**config.mk**
```make
export PLATFORM = sky130hd
export DESIGN_NAME = e203_lsu_icb_arbt
export DESIGN_NICKNAME = d
export VERILOG_FILES = /design/src/rtl/e203_lsu_icb_arbt.sv
export SDC_FILE = /design/constraint.sdc
export NUM_CORES = 1
export LEC_CHECK = 0
export BUFFER_PORTS_ARGS = -buffer_cell sky130_fd_sc_hd__buf_2
export CAP_MARGIN = 20
export CORE_AREA = 4 4 126 128
export CTS_BUF_LIST = sky130_fd_sc_hd__clkbuf_2
export CTS_CLUSTER_SIZE = 8
export DETAILED_ROUTE_END_ITERATION = 7
export DIE_AREA = 0 0 130 132
export PLACE_DENSITY = 0.55
export REMOVE_ABC_BUFFERS = 1
export SETUP_SLACK_MARGIN = 0.3
export SYNTH_ARGS = -nofsm -noshare
export SYNTH_HDL_FRONTEND = slang
export SYNTH_SLANG_ARGS = --single-unit
```
**constraint.sdc**
```tcl
create_clock -name clk -period 2.4 [get_ports clk]
set_input_delay 0.24 -clock clk [delete_from_list [all_inputs] [get_ports clk]]
set_output_delay 0.24 -clock clk [all_outputs]
set_load 0.005 [all_outputs]
```
**src/rtl/e203_lsu_icb_arbt.sv**
```systemverilog
// Round-robin ICB arbiter that merges the AGU and NICE command channels into one LSU channel
// and steers in-order responses back through a FIFO of outstanding requester IDs.
module e203_lsu_icb_arbt #(
   parameter int OUTS_DEPTH = 2,
   parameter int CNT_W      = $clog2(OUTS_DEPTH + 1)
) (
   input  logic             clk,
   input  logic             rst_n,
   input  logic             nice_mem_holdup,

   input  logic             agu_icb_cmd_valid,
   output logic             agu_icb_cmd_ready,
   input  logic [31:0]      agu_icb_cmd_addr,
   input  logic             agu_icb_cmd_read,
   input  logic [31:0]      agu_icb_cmd_wdata,
   input  logic [3:0]       agu_icb_cmd_wmask,
   input  logic [1:0]       agu_icb_cmd_size,
   output logic             agu_icb_rsp_valid,
   input  logic             agu_icb_rsp_ready,
   output logic             agu_icb_rsp_err,
   output logic [31:0]      agu_icb_rsp_rdata,

   input  logic             nice_icb_cmd_valid,
   output logic             nice_icb_cmd_ready,
   input  logic [31:0]      nice_icb_cmd_addr,
   input  logic             nice_icb_cmd_read,
   input  logic [31:0]      nice_icb_cmd_wdata,
   input  logic [3:0]       nice_icb_cmd_wmask,
   input  logic [1:0]       nice_icb_cmd_size,
   output logic             nice_icb_rsp_valid,
   input  logic             nice_icb_rsp_ready,
   output logic             nice_icb_rsp_err,
   output logic [31:0]      nice_icb_rsp_rdata,

   output logic             o_icb_cmd_valid,
   input  logic             o_icb_cmd_ready,
   output logic [31:0]      o_icb_cmd_addr,
   output logic             o_icb_cmd_read,
   output logic [31:0]      o_icb_cmd_wdata,
   output logic [3:0]       o_icb_cmd_wmask,
   output logic [1:0]       o_icb_cmd_size,
   input  logic             o_icb_rsp_valid,
   output logic             o_icb_rsp_ready,
   input  logic             o_icb_rsp_err,
   input  logic [31:0]      o_icb_rsp_rdata,

   output logic [CNT_W-1:0] arb_outs_cnt,
   output logic             arb_spur_rsp
);

   localparam int               PTR_W    = (OUTS_DEPTH > 1) ? $clog2(OUTS_DEPTH) : 1;
   localparam logic [CNT_W-1:0] DEPTH_C  = CNT_W'(OUTS_DEPTH);
   localparam logic [PTR_W-1:0] LAST_PTR = PTR_W'(OUTS_DEPTH - 1);

   logic                  lastGnt_q, lastGnt_d;
   logic [OUTS_DEPTH-1:0] idFifo_q, idFifo_d;
   logic [PTR_W-1:0]      wrPtr_q, wrPtr_d;
   logic [PTR_W-1:0]      rdPtr_q, rdPtr_d;
   logic [CNT_W-1:0]      cnt_q, cnt_d;
   logic                  spur_q, spur_d;

   logic fifoFull, fifoEmpty;
   logic aguElig, niceElig, selNice;
   logic cmdHs, rspHs, headId;

   function automatic logic [PTR_W-1:0] nextPtr(input logic [PTR_W-1:0] p);
      return (p == LAST_PTR) ? '0 : p + PTR_W'(1);
   endfunction

   assign fifoFull  = (cnt_q == DEPTH_C);
   assign fifoEmpty = (cnt_q == '0);
   assign aguElig   = agu_icb_cmd_valid & ~nice_mem_holdup;
   assign niceElig  = nice_icb_cmd_valid;
   // On contention the requester not granted last wins; lastGnt_q=1 means NICE went last.
   assign selNice   = niceElig & (~aguElig | ~lastGnt_q);
   assign headId    = idFifo_q[rdPtr_q];

   assign o_icb_cmd_valid    = rst_n & (aguElig | niceElig) & ~fifoFull;
   assign agu_icb_cmd_ready  = rst_n & ~selNice & ~nice_mem_holdup & o_icb_cmd_ready & ~fifoFull;
   assign nice_icb_cmd_ready = rst_n & selNice & o_icb_cmd_ready & ~fifoFull;
   assign o_icb_cmd_addr     = selNice ? nice_icb_cmd_addr  : agu_icb_cmd_addr;
   assign o_icb_cmd_read     = selNice ? nice_icb_cmd_read  : agu_icb_cmd_read;
   assign o_icb_cmd_wdata    = selNice ? nice_icb_cmd_wdata : agu_icb_cmd_wdata;
   assign o_icb_cmd_wmask    = selNice ? nice_icb_cmd_wmask : agu_icb_cmd_wmask;
   assign o_icb_cmd_size     = selNice ? nice_icb_cmd_size  : agu_icb_cmd_size;

   // An empty FIFO swallows any stray response so the downstream never stalls on it.
   assign o_icb_rsp_ready    = rst_n & (fifoEmpty | (headId ? nice_icb_rsp_ready : agu_icb_rsp_ready));
   assign agu_icb_rsp_valid  = rst_n & ~fifoEmpty & ~headId & o_icb_rsp_valid;
   assign nice_icb_rsp_valid = rst_n & ~fifoEmpty & headId & o_icb_rsp_valid;
   assign agu_icb_rsp_err    = o_icb_rsp_err;
   assign agu_icb_rsp_rdata  = o_icb_rsp_rdata;
   assign nice_icb_rsp_err   = o_icb_rsp_err;
   assign nice_icb_rsp_rdata = o_icb_rsp_rdata;

   assign cmdHs = o_icb_cmd_valid & o_icb_cmd_ready;
   assign rspHs = o_icb_rsp_valid & o_icb_rsp_ready & ~fifoEmpty;

   assign arb_outs_cnt = cnt_q;
   assign arb_spur_rsp = spur_q;

   always_comb begin
      lastGnt_d = lastGnt_q;
      idFifo_d  = idFifo_q;
      wrPtr_d   = wrPtr_q;
      rdPtr_d   = rdPtr_q;
      cnt_d     = cnt_q;
      spur_d    = rst_n & o_icb_rsp_valid & fifoEmpty;
      if (cmdHs) begin
         idFifo_d[wrPtr_q] = selNice;
         wrPtr_d           = nextPtr(wrPtr_q);
         lastGnt_d         = selNice;
      end
      if (rspHs) begin
         rdPtr_d = nextPtr(rdPtr_q);
      end
      case ({cmdHs, rspHs})
         2'b10:   cnt_d = cnt_q + CNT_W'(1);
         2'b01:   cnt_d = cnt_q - CNT_W'(1);
         default: cnt_d = cnt_q;
      endcase
   end

   always_ff @(posedge clk) begin
      if (!rst_n) begin
         lastGnt_q <= 1'b1;
         idFifo_q  <= '0;
         wrPtr_q   <= '0;
         rdPtr_q   <= '0;
         cnt_q     <= '0;
         spur_q    <= 1'b0;
      end else begin
         lastGnt_q <= lastGnt_d;
         idFifo_q  <= idFifo_d;
         wrPtr_q   <= wrPtr_d;
         rdPtr_q   <= rdPtr_d;
         cnt_q     <= cnt_d;
         spur_q    <= spur_d;
      end
   end

endmodule
```
==> impl_metrics.env <==
export IMPL_drv_cap=0
export IMPL_fmax_ghz=0.5160
export IMPL_dp_slack_ns=0.4195
export IMPL_viasPerCell=3.760
export IMPL_rows=45
export IMPL_die_h_microns=132
export IMPL_core_area_sq_um=14860
export IMPL_ant_nets=0
export IMPL_cts_setup_buffers=0
export IMPL_finalInstanceArea_sq_um=2868
export IMPL_drive_gt1_frac=0.8011
export IMPL_clkSlewWorstSetupHoldPaths_ns=0.08
export IMPL_clockRootBuffer="clkbuf_2"
export IMPL_cp_start_kind="register"
export IMPL_grt_overflow=0
export IMPL_path_max_fanout=4
export IMPL_nNetsFinal=544
export IMPL_cpPeakStageDelay_ns=0.38
export IMPL_track_usage=0.09895
export IMPL_clk_latency_ns=0.24
export IMPL_hold_violations=0
export IMPL_vias=2049
export IMPL_initialDrtViolationCount=42
export IMPL_ioPinCount=330
export IMPL_ir_drop_uv=97.96
export IMPL_cp_common_cell="mux2i_2"
export IMPL_required_ns=2.56
export IMPL_crit_chain="mux2i_2 -> mux2i_2 -> nor2_1 -> ha_1 -> or3_1 -> a21boi_1"
export IMPL_antenna_found_initial=0
export IMPL_status="completed"
export IMPL_grt_max_degree=22
export IMPL_synthToLayoutAreaGrowth_pct=47.30
export IMPL_synth_seq_cells=8
export IMPL_ys_warn_count=0
export IMPL_cts_max_level=1
export IMPL_power_density_nw_per_um2=256.3
export IMPL_portBuffers=230
export IMPL_cts_buffers=3
export IMPL_hp_class="primary input to register"
export IMPL_cp_data_arrival_time_ns=2.10
export IMPL_path_buf_inv=0
export IMPL_clock_sinks=8
export IMPL_wirelength_mm=9.181
export IMPL_cts_buffer_depth=2
export IMPL_finalSetupViolCount=0
export IMPL_floorplan_initialDensity=0.1310
export IMPL_ys_seq_area_frac=0.08226
export IMPL_setup_worst_path_class="register to register"
export IMPL_synthCells=192
export IMPL_grt_pass1_wl_mm=12.90
export IMPL_cts_tree="built"
export IMPL_slew_violations=0
export IMPL_cp_slowest_cell="dfxtp_1"
export IMPL_worst_slack_ns=0.4621
export IMPL_routabilityCongestion=0.6994
export IMPL_skew_ns=0.008870
export IMPL_fp_dieW_microns=130
export IMPL_post_drt_wl_per_cell_microns=16.85
export IMPL_diodes=0
export IMPL_fillers=1715
export IMPL_grt_setup_unrepaired="false"
export IMPL_end_kind="register"
export IMPL_first_pass_iters=4
export IMPL_syn_area_sq_um=1947
export IMPL_path_delay_family="multiplexers"
export IMPL_syn_area_per_cell_sq_um=10.14
export IMPL_worst_pin_slew_ns=0.3052
export IMPL_slew_headroom=0.7965
export IMPL_dp_final_hpwl_mm=8.256
export IMPL_grt_pass1_vias=2199
export IMPL_min_period_over_period=0.8074
export IMPL_layout_min_cycle_time_ns=1.938
export IMPL_synth_cell_types=28
export IMPL_dpl_cell_area_sq_um=2845
export IMPL_die_area_sq_um=17160
export IMPL_p_leak_nw=1.590
export IMPL_drc=0
-- final cells by class --
| cell class | count | area, sq um | area share |
|---|---|---|---|
| Tap cell | 188 | 235.2 | 0.08202 |
| Timing Repair Buffer | 237 | 1229 | 0.4284 |
| Multi-Input combinational cell | 108 | 1225 | 0.4271 |
| Clock buffer | 3 | 15.01 | 0.005236 |
| Sequential cell | 8 | 160.2 | 0.05585 |
| Inverter | 1 | 3.754 | 0.001309 |
-- tightest hold or removal path: cells and delay by family --
family	cells	cell delay (ns)
buffers and inverters	1	0.11
AND/OR/NAND/NOR	2	0.10
-- per-layer routing --
metal	global-route usage	wire length (microns)	vias to the layer above
met4	0.009815	37	5
li1	-	-	936
met5	0.06471	129	-
met1	0.1239	3624	901
met3	0.07536	1641	7
met2	0.1338	3748	200
-- where the power goes --
group / switching [mW] / internal, mW
Combinational: 0.191 / 0.312
Sequential: 0.00824 / 0.140
Clock: 0.0495 / 0.0341
Total: 0.249 / 0.486
-- Yosys cell counts, drive strengths merged --
cell / n / area share
nor2: 3 / 0.0058
nand2b: 1 / 0.0032
a211oi: 1 / 0.0039
and2: 3 / 0.0096
nor3: 1 / 0.0026
nor2b: 2 / 0.0077
clkbuf: 1 / 0.0019
o211a: 1 / 0.0051
o2111ai: 1 / 0.0077
dfxtp: 8 / 0.082
inv: 1 / 0.0019
o21ai: 3 / 0.0077
xnor2: 3 / 0.013
o211ai: 4 / 0.018
nand3: 1 / 0.0026
buf: 74 / 0.29
ha: 1 / 0.0064
nand2: 4 / 0.0077
or3: 2 / 0.0064
mux2: 71 / 0.49
o31ai: 2 / 0.0077
a21boi: 2 / 0.0077
mux2i: 2 / 0.010
-- registers in the layout, indices dropped and copies added, names as in the netlist --
signal,count
arb_outs_cnt,2
arb_spur_rsp,1
idFifo_q,2
lastGnt_q,1
rdPtr_q,1
wrPtr_q,1
-- kinds of logic after synthesis --
kind of cell	Yosys count	share of synthesized area
buf+inv	76	0.2963
mux	73	0.4981
simple gates	17	0.04563
compound gates	14	0.05783
flops	8	0.08226
xor+xnor	3	0.01350
fa+ha+maj	1	0.006426
-- through the flow --
step / TNS [ns] / hold WS [ns] / instances / util / power, mW
finish: 0 / 0.2512 / 545 / 0.1929 / 0.7350
global placement: 0 / 0.4801 / 542 / 0.1914 / 0.6599
floorplan: -62.79 / 0.3289 / 117 / - / 0.3960
CTS: 0 / 0.2419 / 545 / 0.1924 / 0.7481
global route: 0 / 0.2628 / 545 / 0.1929 / 0.7982
detailed placement: 0 / 0.4801 / 542 / 0.1914 / 0.6604
-- worst paths after layout --
path,from,slack [ns],endpoint,cells after the start
worst min register to register,lastGnt_q,0.50,lastGnt_q,2
worst max register to register,rdPtr_q,0.46,arb_outs_cnt[1],6
worst max-delay path,rdPtr_q,0.46,arb_outs_cnt[1],6
worst min-delay path,o_icb_rsp_valid,0.25,arb_spur_rsp,3
-- layout by cell type, fill, tap and decap left out --
master / n
buf_2: 230
mux2_4: 40
mux2_1: 31
dfxtp_1: 8
buf_4: 5
nor2_1: 3
nand2_1: 3
o21ai_0: 3
and2_1: 3
xnor2_1: 3
o211ai_1: 3
clkbuf_2: 3
mux2i_2: 2
or3_1: 2
a21boi_1: 2
o31ai_1: 2
buf_12: 2
o211ai_2: 1
nor2b_2: 1
nand2_4: 1
nand2b_1: 1
o211a_1: 1
nand3_1: 1
a211oi_1: 1
nor2b_1: 1
o2111ai_2: 1
nor3_1: 1
inv_1: 1
ha_1: 1
-- repair_timing --
| action | 4_1_cts | 5_1_grt |
|---|---|---|
| hold buffers | 0 | 0 |
| setup endpoints to repair | 0 | 1 |
| gates resized for setup | 0 | 2 |
| endpoints found under the hold margin | 0 | 0 |
Power figures use the tool's default switching activity.
